**src/rtl/mux_rr_arbiter_if.sv**
```systemverilog
// Handshake and select bundle between the round-robin arbiter and its requesters/consumer.
// Burst-lock signals exist only when ARB_BURST_LOCK_EN is defined.
interface mux_rr_arbiter_if;
    logic [3:0] req_valid;
    logic [3:0] req_ready;
    logic       out_valid;
    logic       out_ready;
    logic [1:0] mux_sel;
    logic       busy;
`ifdef ARB_BURST_LOCK_EN
    logic [3:0] req_last;
    logic       out_last;

    modport master (
        input  req_valid, out_ready, req_last,
        output req_ready, out_valid, mux_sel, busy, out_last
    );

    modport slave (
        output req_valid, out_ready, req_last,
        input  req_ready, out_valid, mux_sel, busy, out_last
    );
`else
    modport master (
        input  req_valid, out_ready,
        output req_ready, out_valid, mux_sel, busy
    );

    modport slave (
        output req_valid, out_ready,
        input  req_ready, out_valid, mux_sel, busy
    );
`endif
endinterface

```
**src/rtl/mux_rr_arbiter.sv**
```systemverilog
// Round-robin arbiter/sequencer for a shared 4-to-1 mux; payload flows outside on mux_sel.
// Optional burst lock (req_last/out_last, MAX_BURST cap) is enabled by ARB_BURST_LOCK_EN.
module mux_rr_arbiter #(
    parameter int unsigned MAX_BURST = 16
) (
    input  logic             clk,
    input  logic             rst,
    mux_rr_arbiter_if.master bus
);

    typedef enum logic {
        IDLE  = 1'b0,
        GRANT = 1'b1
    } state_e;

    if (MAX_BURST < 1 || MAX_BURST > 255) begin : g_bad_max_burst
        $error("mux_rr_arbiter: MAX_BURST must be in 1..255");
    end

    state_e     state_q, state_d;
    logic [1:0] mux_sel_q, mux_sel_d;
    logic [1:0] rr_ptr_q, rr_ptr_d;
    logic [1:0] winner;
    logic       any_req;
    logic       sel_valid;
    logic       xfer;
    logic [3:0] req_ready;
    logic       out_valid;
    logic       busy;
`ifdef ARB_BURST_LOCK_EN
    logic [7:0] beat_cnt_q, beat_cnt_d;
    logic       out_last;
`endif

    // Scanning from the lowest priority slot down to the highest lets the last hit win,
    // which avoids a separate found flag.
    always_comb begin
        winner  = rr_ptr_q;
        any_req = |bus.req_valid;
        for (int i = 4; i >= 1; i--) begin
            if (bus.req_valid[2'(rr_ptr_q + 2'(i))]) begin
                winner = 2'(rr_ptr_q + 2'(i));
            end
        end
    end

    assign sel_valid = bus.req_valid[mux_sel_q];
    assign xfer      = (state_q == GRANT) && sel_valid && bus.out_ready;

    always_comb begin
        // NOTE: every output of this block gets a default first so no path infers a latch.
        state_d    = state_q;
        mux_sel_d  = mux_sel_q;
        rr_ptr_d   = rr_ptr_q;
        req_ready  = 4'b0000;
        out_valid  = 1'b0;
        busy       = 1'b0;
`ifdef ARB_BURST_LOCK_EN
        beat_cnt_d = beat_cnt_q;
        out_last   = 1'b0;
`endif
        unique case (state_q)
            IDLE: begin
                if (any_req) begin
                    state_d    = GRANT;
                    mux_sel_d  = winner;
                    rr_ptr_d   = winner;
`ifdef ARB_BURST_LOCK_EN
                    beat_cnt_d = 8'd0;
`endif
                end
            end
            GRANT: begin
                busy                 = 1'b1;
                out_valid            = sel_valid;
                req_ready[mux_sel_q] = bus.out_ready;
`ifdef ARB_BURST_LOCK_EN
                out_last             = bus.req_last[mux_sel_q];
`endif
                if (!sel_valid) begin
                    state_d = IDLE;
                end else if (xfer) begin
`ifdef ARB_BURST_LOCK_EN
                    beat_cnt_d = beat_cnt_q + 8'd1;
                    // Force release once MAX_BURST beats have moved without a last flag.
                    if (bus.req_last[mux_sel_q] || (beat_cnt_q == 8'(MAX_BURST - 1))) begin
                        state_d = IDLE;
                    end
`else
                    state_d = IDLE;
`endif
                end
            end
            default: state_d = IDLE;
        endcase
    end

    // NOTE: synchronous reset with non-blocking updates; rst beats every other event,
    // so a grant in flight is dropped at the edge where rst is seen.
    always_ff @(posedge clk) begin
        if (rst) begin
            state_q    <= IDLE;
            mux_sel_q  <= 2'b00;
            rr_ptr_q   <= 2'd3;
`ifdef ARB_BURST_LOCK_EN
            beat_cnt_q <= 8'd0;
`endif
        end else begin
            state_q    <= state_d;
            mux_sel_q  <= mux_sel_d;
            rr_ptr_q   <= rr_ptr_d;
`ifdef ARB_BURST_LOCK_EN
            beat_cnt_q <= beat_cnt_d;
`endif
        end
    end

    assign bus.req_ready = req_ready;
    assign bus.out_valid = out_valid;
    assign bus.mux_sel   = mux_sel_q;
    assign bus.busy      = busy;
`ifdef ARB_BURST_LOCK_EN
    assign bus.out_last  = out_last;
`endif

endmodule

```
**src/flat_wrapper.sv**
```systemverilog
// flat-port wrapper written by rule: the top's interface ports become plain ports
module mux_rr_arbiter_flat 
#(
    parameter int unsigned MAX_BURST = 16
)
  (clk, rst, bus_req_valid, bus_out_ready, bus_req_ready, bus_out_valid, bus_mux_sel, bus_busy);
  mux_rr_arbiter_if bus_i ();
  input  logic clk;
  input  logic rst;
  input wire logic [$bits(bus_i.req_valid)-1:0] bus_req_valid;
  input wire logic [$bits(bus_i.out_ready)-1:0] bus_out_ready;
  output wire logic [$bits(bus_i.req_ready)-1:0] bus_req_ready;
  output wire logic [$bits(bus_i.out_valid)-1:0] bus_out_valid;
  output wire logic [$bits(bus_i.mux_sel)-1:0] bus_mux_sel;
  output wire logic [$bits(bus_i.busy)-1:0] bus_busy;
  assign bus_i.req_valid = bus_req_valid;
  assign bus_i.out_ready = bus_out_ready;
  assign bus_req_ready = bus_i.req_ready;
  assign bus_out_valid = bus_i.out_valid;
  assign bus_mux_sel = bus_i.mux_sel;
  assign bus_busy = bus_i.busy;
  mux_rr_arbiter #(.MAX_BURST(MAX_BURST)) u_core (.clk(clk), .rst(rst), .bus(bus_i));
endmodule
```
**config.mk**
```make
export PLATFORM = sky130hd
export DESIGN_NAME = mux_rr_arbiter_flat
export DESIGN_NICKNAME = d
export VERILOG_FILES = /design/src/rtl/mux_rr_arbiter_if.sv /design/src/rtl/mux_rr_arbiter.sv /design/src/flat_wrapper.sv
export SDC_FILE = /design/constraint.sdc
export NUM_CORES = 1
export LEC_CHECK = 0
export ABC_AREA = 0
export CORE_AREA = 3 3 40 42
export CTS_CLUSTER_SIZE = 10
export DETAILED_ROUTE_END_ITERATION = 7
export DIE_AREA = 0 0 43 45
export DONT_BUFFER_PORTS = 1
export HOLD_SLACK_MARGIN = 0.02
export PLACE_DENSITY_LB_ADDON = 0.05
export SLEW_MARGIN = 20
export SYNTH_ARGS = -nofsm -noshare
export SYNTH_HDL_FRONTEND = slang
export SYNTH_SLANG_ARGS = --single-unit
```
**constraint.sdc**
```tcl
create_clock -name clk -period 1.95 [get_ports clk]
set_input_delay 0.39 -clock clk [delete_from_list [all_inputs] [get_ports clk]]
set_output_delay 0.39 -clock clk [all_outputs]
set_load 0.02 [all_outputs]
```
==> results.sh, run 1 <==
export IMPL_synth_top_cell_by_area="dfxtp_1"
export IMPL_ant_nets=0
export IMPL_critPathLaunchType="flop"
export IMPL_dp_final_hpwl_um=767
export IMPL_clkLatencyLatePin_ns=0.24
export IMPL_layout_min_cycle_time_ns=1.77
export IMPL_ys_types=24
export IMPL_clockBufferDepth=2
export IMPL_worst_slew_pin_transition_ns=0.453
export IMPL_crit_arrival_ns=1.38
export IMPL_gr_usage_all_layers=0.113
export IMPL_crit_required_ns=1.56
export IMPL_setup_violations=0
export IMPL_r2r_start="u_core.rr_ptr_q[0]"
export IMPL_coreArea_um2=1280
export IMPL_hold_path_class="primary input to flop"
export IMPL_start_util=0.300
export IMPL_outcome="completed"
export IMPL_syn_inst=48
export IMPL_path_max_fanout=6
export IMPL_placementRows=13
export IMPL_power_leakage_nw=0.166
export IMPL_syn_num_nets=55
export IMPL_drive_gt1_frac=0.173
export IMPL_vias_per_cell=5.51
export IMPL_syn_area_um2=385
export IMPL_endpoint_kind="output port"
export IMPL_fmax_mhz=564
export IMPL_slew_viol_final=0
export IMPL_antenna_found_initial=0
export IMPL_drtPass1Iterations=4
export IMPL_cts_resized=0
export IMPL_hold_viol=0
export IMPL_drc_errors=0
export IMPL_nets=60
export IMPL_slew_headroom=0.697
export IMPL_wirelength_um=992
export IMPL_finalCritPeriodShare=0.909
export IMPL_root_buffer="clkbuf_4"
export IMPL_seq_area_um2=100
export IMPL_multi_input_area_um2=248
export IMPL_syn_to_final_growth_pct=10.7
export IMPL_cts_tree="yes"
export IMPL_synth_top_area_frac=0.260
export IMPL_postCtsHoldBufs=0
export IMPL_vdd_drop_max_v=0.000250
export IMPL_gp_congestion=0.753
export IMPL_grt_pass1_wl_um=1580
export IMPL_vias=369
export IMPL_ys_ff_latch=5
export IMPL_ys_seq_area_frac=0.260
export IMPL_die_x_um=43
export IMPL_htree_levels=1
export IMPL_rsz0062_at_grt="no"
export IMPL_path_clk_slew_ns=0.04
export IMPL_grt_overflow=0
export IMPL_synthTopCellsByArea="dfxtp_1 (26%), buf_6 (5.8%), mux4_2 (5.8%)"
export IMPL_p_per_area_nw_per_um2=884
export IMPL_numClockSinks=5
export IMPL_cts_setup_buffers=0
export IMPL_critPathLaunch="u_core.bus.mux_sel[0]"
export IMPL_antenna_cells=0
export IMPL_post_drt_wl_per_cell_um=14.8
export IMPL_final_util=0.332
export IMPL_setup_tns_ns=0
export IMPL_die_height_um=45
export IMPL_die_area_um2=1940
export IMPL_min_from="rst"
export IMPL_layout_common_cells="nor2_1 (6), nand2_1 (5), dfxtp_1 (5), a21oi_1 (4)"
export IMPL_ioPinCount=15
export IMPL_fin_skew_ns=0.000423
export IMPL_drt_iter0_drc=3
export IMPL_port_buffer_count=0
export IMPL_grt_max_degree=11
export IMPL_first_global_vias=363
export IMPL_ys_warn_count=0
export IMPL_numCtsBuffers=3
export IMPL_cap_violations=0
export IMPL_n_fill_cell=150
export IMPL_path_class="flop to output port"
export IMPL_final_common_cell="nor2_1"
export IMPL_postSynthAreaPerCell_um2=8.03
## flip-flops by register name (all words and copies together), names as in the netlist
register	cells
u_core.bus.mux_sel	2
u_core.rr_ptr_q	2
u_core.state_q	1
## synthesized netlist by cell type
library cell / instances
nor2_1: 6
dfxtp_1: 5
nand2_1: 5
a21oi_1: 4
inv_1: 3
nor3_1: 3
o211ai_1: 3
buf_6: 2
nor4bb_1: 2
a21o_1: 1
a221o_1: 1
a311oi_1: 1
and2_1: 1
and4b_4: 1
clkbuf_1: 1
mux4_2: 1
nand2b_1: 1
nand3_1: 1
nor4_2: 1
nor4b_1: 1
o21a_1: 1
o21ai_0: 1
o22a_1: 1
o22ai_1: 1
## metrics by stage
stage / hold WS [ns] / instances / cell area [um^2] / power, W / setup slack, ns
6_report: 0.214 / 67 / 427 / 0.000377 / 0.178
5_1_grt: 0.209 / 67 / 427 / 0.000404 / 0.0990
4_1_cts: 0.201 / 67 / 427 / 0.000385 / 0.158
3_5_place_dp: 0.465 / 63 / 400 / 0.000258 / 0.429
3_3_place_gp: 0.466 / 63 / 400 / 0.000255 / 0.458
2_1_floorplan: 0.459 / 48 / 385 / 0.000246 / 0.293
## metal layers
metal  vias to the layer above  global-route usage  routed length [um]
li1                        186                   -                   -
met1                       170               0.120                 428
met2                        13               0.177                 498
met3                         0              0.0359                  65
met4                         0               0.108                   0
met5                         -                   0                   0
## path summary, 6_finish.rpt
path / cells past startpoint / slack, ns / end
max: 2 / 0.18 / bus_out_valid
min: 1 / 0.21 / u_core.bus.mux_sel[0]
max reg2reg: 4 / 0.47 / u_core.rr_ptr_q[0]
min reg2reg: 2 / 0.61 / u_core.bus.mux_sel[0]
## where the power goes
part	leakage [nW]	internal (W)	switching [W]	total (W)
registers	0.0417	0.000119	0.0000373	0.000156
logic	0.110	0.0000503	0.0000487	0.0000989
clock network	0.0150	0.0000775	0.0000450	0.000123
## area by class of cell
class / count / share of cell area
sequential: 5 / 0.235
multi-input combinational: 37 / 0.581
timing repair buffer: 3 / 0.0528
clock buffer: 4 / 0.0616
tap: 15 / 0.0440
inverter: 3 / 0.0264
## cell families after synthesis
group,Yosys count,synth area share
and+or+nand+nor,22,0.334
muxes,1,0.0584
buffers and inverters,6,0.0974
AOI/OAI and AO/OA,14,0.250
DFF,5,0.260
## worst max-delay path: stages, from the launching register on
cell	delay, ns
dfxtp_1	0.54
mux4_2	0.35
and2_1	0.25
Note: power is estimated with default switching activity, not from simulation.
==> inputs of run 2 (changes only) <==
--- a/config.mk
+++ b/config.mk
@@ -13,6 +13,7 @@
 export DONT_BUFFER_PORTS = 1
 export HOLD_SLACK_MARGIN = 0.02
 export PLACE_DENSITY_LB_ADDON = 0.05
+export RECOVER_POWER = 50
 export SLEW_MARGIN = 20
 export SYNTH_ARGS = -nofsm -noshare
 export SYNTH_HDL_FRONTEND = slang
==> results of run 2 <==
Final layout, timing and power as in run 1 (identical DEF).
==> inputs of run 3 (changes only) <==
--- a/config.mk
+++ b/config.mk
@@ -6,6 +6,8 @@
 export NUM_CORES = 1
 export LEC_CHECK = 0
 export ABC_AREA = 0
+export CELL_PAD_IN_SITES_DETAIL_PLACEMENT = 1
+export CELL_PAD_IN_SITES_GLOBAL_PLACEMENT = 2
 export CORE_AREA = 3 3 40 42
 export CTS_CLUSTER_SIZE = 10
 export DETAILED_ROUTE_END_ITERATION = 7
==> run 3 against run 2 <==
  * Sequential cell count unchanged
  * Largest power group unchanged
  * Total power rose by 0.90%
  * Worst hold slack got worse by 0.0057 ns
  * Die area did not move
  * Clock skew up 0.00078 ns
  * Clock power barely moved
  * Global-route usage rose by 1.5 points
  * Routed wire length increased by 12%
  * Non-clock buffer count unchanged
==> results.sh, run 3 (synthesis gave the netlist of run 1 again) <==
export IMPL_dpl_cell_area_um2=400
export IMPL_crit_arrival_ns=1.37
export IMPL_power_leakage_nw=0.166
export IMPL_pre_cts_ws_ns=0.437
export IMPL_finalCritPeriodShare=0.905
export IMPL_multi_input_area_um2=248
export IMPL_clkLatencyLatePin_ns=0.24
export IMPL_drt_iter0_drc=0
export IMPL_crit_path_cell_trace="mux4_2, and2_1"
export IMPL_drive_gt1_frac=0.173
export IMPL_clockBufferDepth=2
export IMPL_stdcell_area_um2=427
export IMPL_n_fill_cell=156
export IMPL_grt_max_degree=11
export IMPL_placementRows=13
export IMPL_root_buffer="clkbuf_4"
export IMPL_setup_tns_ns=0
export IMPL_cts_tree="yes"
export IMPL_worst_slew_pin_transition_ns=0.466
export IMPL_die_height_um=45
export IMPL_post_drt_wl_per_cell_um=16.6
export IMPL_layout_min_cycle_time_ns=1.76
export IMPL_vdd_drop_max_v=0.000179
export IMPL_layout_common_cells="nor2_1 (6), nand2_1 (5), dfxtp_1 (5), a21oi_1 (4)"
export IMPL_die_area_um2=1940
export IMPL_port_buffer_count=0
export IMPL_setup_violations=0
export IMPL_worst_slack_ns=0.186
export IMPL_drc_errors=0
export IMPL_rsz0062_at_grt="no"
export IMPL_fin_total_pwr_w=0.000381
export IMPL_cts_setup_buffers=0
export IMPL_critPathLaunchType="flop"
export IMPL_gp_congestion=0.717
export IMPL_syn_to_final_growth_pct=10.7
export IMPL_hold_path_class="primary input to flop"
export IMPL_ant_nets=0
export IMPL_start_util=0.300
export IMPL_dp_final_hpwl_um=873
export IMPL_fmax_mhz=567
export IMPL_ioPinCount=15
export IMPL_fin_skew_ns=0.00120
export IMPL_gr_usage_all_layers=0.128
export IMPL_wirelength_um=1110
export IMPL_vias_per_cell=5.69
export IMPL_final_common_cell="nor2_1"
export IMPL_postCtsHoldBufs=0
export IMPL_hold_viol=0
export IMPL_path_clk_slew_ns=0.04
export IMPL_path_max_fanout=6
export IMPL_nets=60
export IMPL_drtPass1Iterations=1
export IMPL_crit_family="flip-flops"
export IMPL_vias=381
export IMPL_crit_required_ns=1.56
export IMPL_grt_overflow=0
export IMPL_slew_viol_final=0
export IMPL_path_class="flop to output port"
export IMPL_endpoint_kind="output port"
export IMPL_cts_resized=0
export IMPL_die_x_um=43
export IMPL_seq_area_um2=100
export IMPL_antenna_found_initial=0
export IMPL_htree_levels=1
export IMPL_numClockSinks=5
export IMPL_coreArea_um2=1280
export IMPL_first_global_vias=413
export IMPL_cap_violations=0
export IMPL_numCtsBuffers=3
export IMPL_max_stage_delay_ns=0.53
export IMPL_outcome="completed"
export IMPL_slew_headroom=0.689
export IMPL_crit_slowest_cell="dfxtp_1"
export IMPL_antenna_cells=0
export IMPL_grt_pass1_wl_um=1830
export IMPL_worst_path_buf_inv=0
export IMPL_p_per_area_nw_per_um2=892
[run 3: cell counts in the layout (fill, tap and decap cells not counted)]
Identical to the previous run, type by type.
[run 3: routing by layer]
| layer | wire length (um) | GRT usage | vias to the layer above |
|---|---|---|---|
| li1 | - | - | 186 |
| met1 | 478 | 0.140 | 179 |
| met2 | 518 | 0.207 | 14 |
| met3 | 103 | 0.0837 | 2 |
| met4 | 11 | 0.0361 | 0 |
| met5 | 0 | 0 | - |
[run 3: final timing paths]
kind	startpoint	end	slack [ns]	cells past startpoint
min	rst	u_core.bus.mux_sel[1]	0.21	1
min reg2reg	u_core.rr_ptr_q[0]	u_core.bus.mux_sel[0]	0.62	2
max	u_core.bus.mux_sel[0]	bus_out_valid	0.19	2
max reg2reg	u_core.rr_ptr_q[1]	u_core.rr_ptr_q[0]	0.45	4
[run 3: stage by stage]
step | util | std cells | hold slack (ns)
6_report | 0.332 | 67 | 0.208
2_1_floorplan | - | 48 | 0.459
3_5_place_dp | 0.312 | 63 | 0.463
5_1_grt | 0.332 | 67 | 0.191
3_3_place_gp | 0.312 | 63 | 0.466
4_1_cts | 0.332 | 67 | 0.199
[run 3: where the power goes]
part / leakage (nW) / internal [W] / switching (W)
Clock: 0.0150 / 0.0000775 / 0.0000453
Sequential: 0.0417 / 0.000119 / 0.0000380
Combinational: 0.110 / 0.0000503 / 0.0000510
Total: 0.166 / 0.000246 / 0.000134
[run 3: layout make-up]
cell class / instances / share of cell area
multi-input cells: 37 / 0.581
flip-flops and latches: 5 / 0.235
clock buffers: 4 / 0.0616
repair buffers: 3 / 0.0528
well taps: 15 / 0.0440
inverters: 3 / 0.0264
[run 3: worst register-to-register path, delay by kind of cell, from the launching register on]
family	cells	cell delay (ns)
DFF	1	0.48
AOI/OAI and AO/OA	1	0.35
and+or+nand+nor	3	0.56
==> edit, RTL diff (config.mk and constraints of run 2) <==
Reset style: asynchronous (`rst`), changed in one clocked block. Comments in the files are not updated.
--- a/src/rtl/mux_rr_arbiter.sv
+++ b/src/rtl/mux_rr_arbiter.sv
@@ -97,7 +97,7 @@
 
     // NOTE: synchronous reset with non-blocking updates; rst beats every other event,
     // so a grant in flight is dropped at the edge where rst is seen.
-    always_ff @(posedge clk) begin
+    always_ff @(posedge clk or posedge rst) begin
         if (rst) begin
             state_q    <= IDLE;
             mux_sel_q  <= 2'b00;
Function: differs if rst is asserted again (counterexample within 4 cycles, from zero or initial values and one cycle with rst high); with rst held inactive, the same outputs for 10 cycles.
==> edit against run 2 <==
  * Wire length is 14% lower
  * Maximum frequency is 3.2% higher
  * Worst setup slack better by 0.055 ns
  * Area after synthesis is 4.9% lower
  * Clock skew is 0.0018 ns higher
  * Critical path type unchanged
  * Die area stayed put
  * Register-to-register slack better by 0.10 ns
  * Final area is 2.9% higher
  * Non-clock buffer count is 1 higher
  * Sequential cell count stayed put
Power is not compared: it rests on default switching activity, and its combinational part moved more than twofold at a synthesized area within 25%.
==> edit: results (changes against run 2) <==
status=completed; H-tree depth=1 (unchanged); largest net degree at the start of global routing=10 (-1); Post-Synthesis Cells=43 (-10%); ANT cells=0 (unchanged); DR iter-0 viols=8 (+5); Max Buffers Root-to-Sink=2 (unchanged); Setup Buffers After CTS=0 (unchanged); Detailed Routing Iterations Pass 1=4 (unchanged); total track usage=0.09472 (-0.01852); crit-path max FO=6 (unchanged); fill count=139 (-7.3%); Post-Syn Nets=50 (-9.1%); Post-DRT Antenna Nets=0 (unchanged); post-cts resize count=0 (unchanged); GPL Wtd Cong=0.7217 (-4.1%); clock skew=0.002254 ns (+0.001831 ns); Nets=58 (-3.3%); post-synth cell types=24 (unchanged); layout cells sized above 1=0.2200 (+0.04692); Placed Cells incl. Taps=60 (-4.8%); vias per cell=5.400 (-2.0%); r2r setup slk=0.57 ns (+0.10 ns); actual slew at the worst max-slew pin=0.4091 ns (-0.04422 ns); final wirelength=856 microns (-14%); arrival time at the worst endpoint=1.33 ns (-0.05 ns); Placed Area=402.9 sq um (+0.62%); Synth Warn #=0 (unchanged); first-pass GRT wire length=1.386 mm (-12%); vias in the first global route=339 (-6.6%); initial antenna violation count=0 (unchanged); Net Switching=between 0.3 and 0.4 mW; Worst Setup SP=u_core.bus.mux_sel[0]; Worst-path clk slew=0.04 ns (about the same); IO buf count=0 (unchanged); top post-synthesis cells by count=a21oi_1 (5), inv_1 (5), nor2_1 (4), dfrtp_1 (3), nand2b_1 (3); Root Buffer=clkbuf_4; fin cells=65 (-3.0%); Max VDD drop=about 0.00057 V; top cells by area, synth=dfrtp_1 (20%), dfstp_2 (14%), a21oi_1 (6.8%); Detail Placement HPWL=708.8 microns (-7.6%); RR Endpoint=u_core.state_q; asr flop ratio synth=1.000 (+1.000); Static Leak=between 0.15 and 0.2 nW; CTS buffer count=3 (unchanged); Worst R2R Path Depth=3 (-1); Clk Latency, worst-skew pair=between 0.2 and 0.25 ns; CP endpoint=bus_out_valid; Seq/Total Area, Yosys=0.3481 (+0.08838)
## edit: kinds of logic (layout without fill, tap and decap cells)
kind of cell,after synthesis,after routing,synth area share
buffers and inverters,6,13,0.06484
muxes,1,1,0.06143
AOI/OAI and AO/OA,18,18,0.3413
and+or+nand+nor,13,13,0.1843
DFF,5,5,0.3481
## edit: worst min-delay path by stage
stage | start | endpoint | slack (ns) | cells after the start
6_report | bus_out_ready | u_core.state_q | 0.37 | 2
4_1_cts | bus_out_ready | u_core.state_q | 0.37 | 2
3_3_place_gp | rst | u_core.bus.mux_sel[1] | 0.19 | 1
5_1_grt | bus_out_ready | u_core.state_q | 0.38 | 2
3_5_place_dp | rst | u_core.bus.mux_sel[1] | 0.19 | 1
2_1_floorplan | rst | u_core.bus.mux_sel[0] | 0.17 | 1
## edit: timing repair
action,CTS,global route
endpoints found under the hold margin,3,0
hold buffers,1,0
setup endpoints to repair,0,0
## edit: power by group through the flow
| stage | clock, mW | combinational [mW] | sequential [mW] |
|---|---|---|---|
| 2_1_floorplan | 0 | 0.274 | 0.275 |
| 4_1_cts | 0.120 | 0.341 | 0.292 |
| 3_3_place_gp | 0 | 0.339 | 0.292 |
| 5_1_grt | 0.124 | 0.373 | 0.303 |
| 6_report | 0.114 | 0.336 | 0.290 |
| 3_5_place_dp | 0 | 0.338 | 0.295 |
## edit: per-stage QoR
step	util	power [mW]	worst slack, ns
finish	0.3418	0.7393	0.2324
CTS	0.3418	0.7533	0.2136
global placement	0.3135	0.6306	0.5018
detailed placement	0.3135	0.6329	0.4730
global route	0.3418	0.8002	0.1565
floorplan	-	0.5485	0.3292
## edit: layer usage
layer / share of wire / GRT usage
met3: 0.079 / 0.02390
met1: 0.43 / 0.1155
met5: 0 / 0
met2: 0.49 / 0.1527
met4: 0 / 0.05422
## edit: critical path: stages (launching register included)
cell and delay (ns):
dfrtp_1 0.54, mux4_2 0.35, and2_4 0.20
## edit: layout make-up
type | count | share of cell area
clock buffers | 4 | 0.05983
inverters | 5 | 0.04274
flip-flops and latches | 5 | 0.2906
multi-input cells | 32 | 0.4900
repair buffers | 4 | 0.07407
well taps | 15 | 0.04274
